**config.mk**
```make
export PLATFORM = sky130hd
export DESIGN_NAME = fmap_stream_packer
export DESIGN_NICKNAME = d
export VERILOG_FILES = /design/src/rtl/fmap_stream_packer.sv
export SDC_FILE = /design/constraint.sdc
export NUM_CORES = 2
export LEC_CHECK = 0
export BUFFER_PORTS_ARGS = -buffer_cell sky130_fd_sc_hd__buf_2
export CAP_MARGIN = 5
export CORE_AREA = 5 5 461 463
export DETAILED_ROUTE_END_ITERATION = 10
export DIE_AREA = 0 0 466 468
export GPL_TIMING_DRIVEN = 0
export PLACE_DENSITY = 0.45
export SYNTH_ARGS = -nofsm -noshare
export SYNTH_HDL_FRONTEND = slang
export SYNTH_SLANG_ARGS = --single-unit
```
**constraint.sdc**
```tcl
create_clock -name clk -period 4.2 [get_ports clk]
set_input_delay 0.42 -clock clk [delete_from_list [all_inputs] [get_ports clk]]
set_output_delay 0.42 -clock clk [all_outputs]
set_load 0.01 [all_outputs]
```
**src/rtl/fmap_stream_packer.sv**
```systemverilog
// Packs a serial stream of feature-map elements (column, then row, then channel) into one flat vector
// and holds it until the pooling stage takes it. Define FMAP_PACKER_RELU_EN to clamp negatives to 0 on write.
module fmap_stream_packer #(
  parameter int DATA_W = 8,
  parameter int IN_W   = 7,
  parameter int IN_H   = 7,
  parameter int IN_D   = 3,
  localparam int N     = IN_W * IN_H * IN_D,
  localparam int CW    = (IN_W > 1) ? $clog2(IN_W) : 1,
  localparam int RW    = (IN_H > 1) ? $clog2(IN_H) : 1,
  localparam int DW    = (IN_D > 1) ? $clog2(IN_D) : 1
) (
  input  logic                clk,
  input  logic                rst,
  input  logic                clr,
  input  logic                in_valid,
  output logic                in_ready,
  input  logic [DATA_W-1:0]   in_data,
  input  logic                in_last,
  output logic [DATA_W*N-1:0] out_vec,
  output logic                out_valid,
  input  logic                out_ready,
  output logic                frame_err,
  output logic [CW-1:0]       col_idx,
  output logic [RW-1:0]       row_idx,
  output logic [DW-1:0]       ch_idx
);

  // Handshakes: a beat transfers on a rising edge where valid & ready are both 1; valid may not wait on ready.
  localparam int KW = (N > 1) ? $clog2(N) : 1;

  typedef enum logic {FILL = 1'b0, HOLD = 1'b1} state_t;

  state_t            state;
  logic [KW-1:0]     k_q;
  logic              in_ready_q;
  logic              accept;
  logic              is_last_k;
  logic [DATA_W-1:0] wdata;

  // in_ready_q is preset during reset so the port reads 0 only while rst is asserted.
  assign in_ready  = in_ready_q & ~rst;
  assign accept    = in_valid & in_ready;
  assign is_last_k = (k_q == KW'(N - 1));

`ifdef FMAP_PACKER_RELU_EN
  assign wdata = in_data[DATA_W-1] ? '0 : in_data;
`else
  assign wdata = in_data;
`endif

  always_ff @(posedge clk) begin
    if (rst || clr) begin
      state      <= FILL;
      k_q        <= '0;
      col_idx    <= '0;
      row_idx    <= '0;
      ch_idx     <= '0;
      out_vec    <= '0;
      out_valid  <= 1'b0;
      frame_err  <= 1'b0;
      in_ready_q <= 1'b1;
    end else begin
      frame_err <= 1'b0;
      case (state)
        FILL: begin
          if (accept) begin
            if (is_last_k) begin
              out_vec[k_q*DATA_W +: DATA_W] <= wdata;
              k_q        <= '0;
              col_idx    <= '0;
              row_idx    <= '0;
              ch_idx     <= '0;
              state      <= HOLD;
              out_valid  <= 1'b1;
              in_ready_q <= 1'b0;
              frame_err  <= ~in_last;
            end else if (in_last) begin
              // Early end of frame: discard the partial map entirely.
              k_q       <= '0;
              col_idx   <= '0;
              row_idx   <= '0;
              ch_idx    <= '0;
              out_vec   <= '0;
              frame_err <= 1'b1;
            end else begin
              out_vec[k_q*DATA_W +: DATA_W] <= wdata;
              k_q <= k_q + 1'b1;
              if (col_idx == CW'(IN_W - 1)) begin
                col_idx <= '0;
                if (row_idx == RW'(IN_H - 1)) begin
                  row_idx <= '0;
                  ch_idx  <= (ch_idx == DW'(IN_D - 1)) ? '0 : ch_idx + 1'b1;
                end else begin
                  row_idx <= row_idx + 1'b1;
                end
              end else begin
                col_idx <= col_idx + 1'b1;
              end
            end
          end
        end
        HOLD: begin
          if (out_ready) begin
            state      <= FILL;
            out_valid  <= 1'b0;
            in_ready_q <= 1'b1;
          end
        end
        default: begin
          state      <= FILL;
          out_valid  <= 1'b0;
          in_ready_q <= 1'b1;
        end
      endcase
    end
  end

endmodule

```
==> flow_metrics.py <==
metrics = {
    "timing": {
        "maxSlewViolCount": 0,
        "whs_ns": 0.185,
        "setup_viol_count_final": 0,
        "final.min_clock_period_ns": 4.18,
        "slew-limit-headroom": 0.0526,
        "timing.fmax_mhz": 239,
        "skew_ns": 0.0247,
        "final.period_utilization": 0.996,
        "worstMarginPinSlew_ns": 1.42,
        "report.final.hold_viol_count": 0,
        "setup_repair_after_global_routing_missed_its_margin": "yes",
        "setup-tns-final_ns": 0,
    },
    "critical_path": {
        "critical-path-max-stage-delay_ns": 0.67,
        "timing.critical_path.slowest_stage_cell": "sky130_fd_sc_hd__or4b_2",
        "cpMostUsedCell": "sky130_fd_sc_hd__clkbuf_2",
        "maximum_fanout_encountered_on_the_critical_timing_path": 10,
        "worst-endpoint-arrival_ns": 4.91,
        "worst_ep_required_time_ns": 4.93,
        "critPathKind": "register to register",
        "crit_chain": "buf_2, or4b_2, clkbuf_1, o21ai_4, nand2_1, clkbuf_2, nor2_2, clkbuf_2, a22o_1",
        "worst_setup_path_start_kind": "register",
        "crit_path_capture_type": "register",
    },
    "layout": {
        "postLayoutCoreUtil": 0.279,
        "post_synthesis_to_final_layout_area_growth_pct": 45.1,
        "layout.nets": 5298,
        "final_area_sq_um": 58000,
        "drive_gt1_frac": 0.363,
    },
    "clock_tree": {
        "cts_buffer_depth": 3,
        "tritoncts_clock_tree": "yes",
        "cts_buffer_count": 144,
        "clk_pin_slew_worst_paths_ns": 0.06,
        "clock-sinks": 1196,
        "worstSkewPairLatency_ns": 0.80,
        "cts.root.buffer_cell": "sky130_fd_sc_hd__clkbuf_16",
        "clock_tree.htree_level_count": 4,
    },
    "die": {
        "floorplan.die.width_microns": 466,
        "io_pins": 1201,
        "floorplan.initialDensity": 0.192,
        "design.die.area_sq_um": 218000,
        "core_area_sq_um": 208000,
        "placementRows": 168,
        "die_h_microns": 468,
    },
    "route": {
        "routedLengthMet1_microns": 119000,
        "drt-pass1-iter-count": 7,
        "avgViaCountPerCell": 4.88,
        "highest-signal-layer": "met4",
        "initialDrtViolationCount": 3114,
        "remaining_drc_errors": 0,
        "vias": 40100,
        "wl_microns": 295000,
        "met2WireLength_microns": 134000,
        "ant_nets": 0,
        "met3_wirelength_microns": 24300,
        "per_cell_routed_wire_length_microns": 35.9,
    },
    "synth": {
        "post_synth_most_frequent_cells": "sky130_fd_sc_hd__dfxtp_1 (1196), sky130_fd_sc_hd__nand2_1 (533), sky130_fd_sc_hd__a22o_1 (461), sky130_fd_sc_hd__o2bb2ai_1 (230), sky130_fd_sc_hd__o22ai_1 (226)",
        "synth_cells": 3824,
        "synthDominantCellAreaShare": 0.599,
        "synth_seq_cells": 1196,
        "synth_area_leader_cell": "sky130_fd_sc_hd__dfxtp_1",
        "ys_top_cells_by_area": "sky130_fd_sc_hd__dfxtp_1 (60%), sky130_fd_sc_hd__a22o_1 (10%), sky130_fd_sc_hd__o2bb2ai_1 (5.0%)",
        "post_synth_fa_ha_maj_area_fraction": 0.00156,
        "dominantRegCellSynth": "sky130_fd_sc_hd__dfxtp_1",
        "synth_seq_area_share": 0.599,
        "post-synth-top-count-cell": "sky130_fd_sc_hd__dfxtp_1",
        "synthesis.nets": 3843,
        "synth_compound_gate_area_share": 0.268,
        "yosysWarningCount": 0,
        "post_synth_xor_area_fraction": 0.00197,
        "syn-mean-instance-area_sq_um": 10.5,
        "syn_area_sq_um": 40000,
        "postSynth.asyncResetShare": 0,
        "main_combinational_cell_family_by_area_after_synthesis": "compound AO/OA/AOI/OAI gates",
        "synth-edff-count": 0,
        "synth_mux_area_frac": 0.00125,
        "yosys.area_share.simple": 0.104,
        "synth.lib_cells_used.distinct": 80,
    },
    "job": {
        "max_cap_viols": 0,
    },
    "global_routing": {
        "grt_max_degree": 17,
        "grt_antenna_before_repair": 26,
        "tot_gr_track_use": 0.258,
        "via_count_of_the_first_global_routing_pass": 39100,
        "grt_pass1_wl_microns": 380000,
        "globalRoute.totalOverflow": 0,
    },
    "pwr": {
        "total_leakage_power_uw": 0.0242,
        "fin_total_pwr_uw": 25400,
        "max-vdd-ir-drop_mv": 0.418,
        "p_per_area_nw_per_um2": 438,
    },
    "placement": {
        "port_buffers": 1197,
        "post-dp-hpwl_microns": 234000,
        "place_congestion": 0.955,
        "detailed_place.area_sq_um": 50600,
    },
    "run_status": {
        "status": "finished, final reports clean",
    },
    "min_path": {
        "holdCritPathClass": "input pin to register",
    },
}
cells by family (layout without fill, tap and decap cells):
logic type,Yosys count,after routing
compound gates,1414,1414
flops,1196,1196
simple gates,943,944
buf+inv,252,1823
xor+xnor,9,9
fa+ha+maj,5,5
mux,5,5
other cells,0,17
layout make-up:
class                           instances  area [sq um]
Clock inverter                         53           747
Clock buffer                          210          4160
Inverter                                8          30.0
Tap cell                             2805          3510
Fill cell                           22200        150000
Antenna cell                           17          42.5
Timing Repair Buffer                 1319          7550
Sequential cell                      1196         23900
Buffer                                233          1140
Multi-Input combinational cell       2377         16900
power breakdown:
| group | total [uW] | switching (uW) | leakage [uW] | internal [uW] |
|---|---|---|---|---|
| logic | 1020 | 850 | 0.0121 | 171 |
| clock network | 13000 | 5430 | 0.00239 | 7580 |
| registers | 11300 | 1.82 | 0.00963 | 11300 |
| total | 25400 | 6290 | 0.0242 | 19100 |
final timing paths:
check	start	endpoint	cells after the start	slack [ns]
max reg2reg	k_q[4]	out_vec[1146]	9	0.02
min reg2reg	out_vec[894]	out_vec[894]	2	0.44
min	in_data[5]	out_vec[1037]	3	0.19
max	k_q[4]	out_vec[1146]	9	0.02
metal layers:
| layer | vias to the layer above | track usage |
|---|---|---|
| met5 | - | 0 |
| met4 | 0 | 0.126 |
| met3 | 528 | 0.0731 |
| met2 | 2068 | 0.420 |
| met1 | 20100 | 0.313 |
| li1 | 17400 | - |
per-stage QoR:
| step | setup WS, ns | cells |
|---|---|---|
| after global routing | -0.0242 | 8204 |
| after floorplan | 0.720 | 3824 |
| after detailed placement | -1.75 | 7884 |
| after global placement | -4.22 | 7826 |
| final | 0.0169 | 8218 |
| after CTS | -0.0579 | 8180 |
what timing repair did:
| action | 4_1_cts | 5_1_grt |
|---|---|---|
| pin swaps | 27 | 10 |
| endpoints found under the hold margin | 4 | 0 |
| hold buffers | 2 | 0 |
| buffers inserted | 40 | 18 |
| gates cloned | 1 | 0 |
| endpoints found under the setup margin | 1162 | 677 |
| resized for setup | 356 | 101 |
worst max-delay path, delay by kind of cell, from the launching register on:
| family | cells | cell delay, ns |
|---|---|---|
| DFF | 1 | 0.33 |
| and+or+nand+nor | 3 | 1.71 |
| buffers and inverters | 4 | 1.47 |
| AOI/OAI and AO/OA | 2 | 0.56 |
registers in the layout (all words and copies together) (netlist names):
signal,cells
out_valid,1
row_idx,3
ch_idx,2
k_q,8
out_vec,1176
in_ready_q,1
col_idx,3
state,1
frame_err,1
placed cells by master (no fill, tap or decap), drive strengths merged, types with 5 or more instances in the layout:
| master | instances |
|---|---|
| nand4 | 20 |
| inv | 13 |
| a22oi | 10 |
| xor2 | 7 |
| o21ai | 160 |
| clkbuf | 405 |
| dfxtp | 1196 |
| or3 | 12 |
| a21o | 10 |
| a32oi | 5 |
| a21oi | 121 |
| ha | 5 |
| nor2 | 172 |
| nor4 | 15 |
| a2111oi | 8 |
| nand2b | 11 |
| nor2b | 7 |
| and2 | 17 |
| clkinv | 34 |
| o2bb2ai | 230 |
| a22o | 461 |
| nand2 | 533 |
| and3 | 7 |
| o211ai | 19 |
| a31oi | 48 |
| nor3 | 58 |
| mux2i | 5 |
| nand3 | 63 |
| a311oi | 8 |
| bufinv | 10 |
| o22ai | 226 |
| a32o | 56 |
| buf | 1350 |
| diode | 17 |
| or2 | 9 |
| a2bb2o | 17 |
Power figures use the tool's default switching activity.
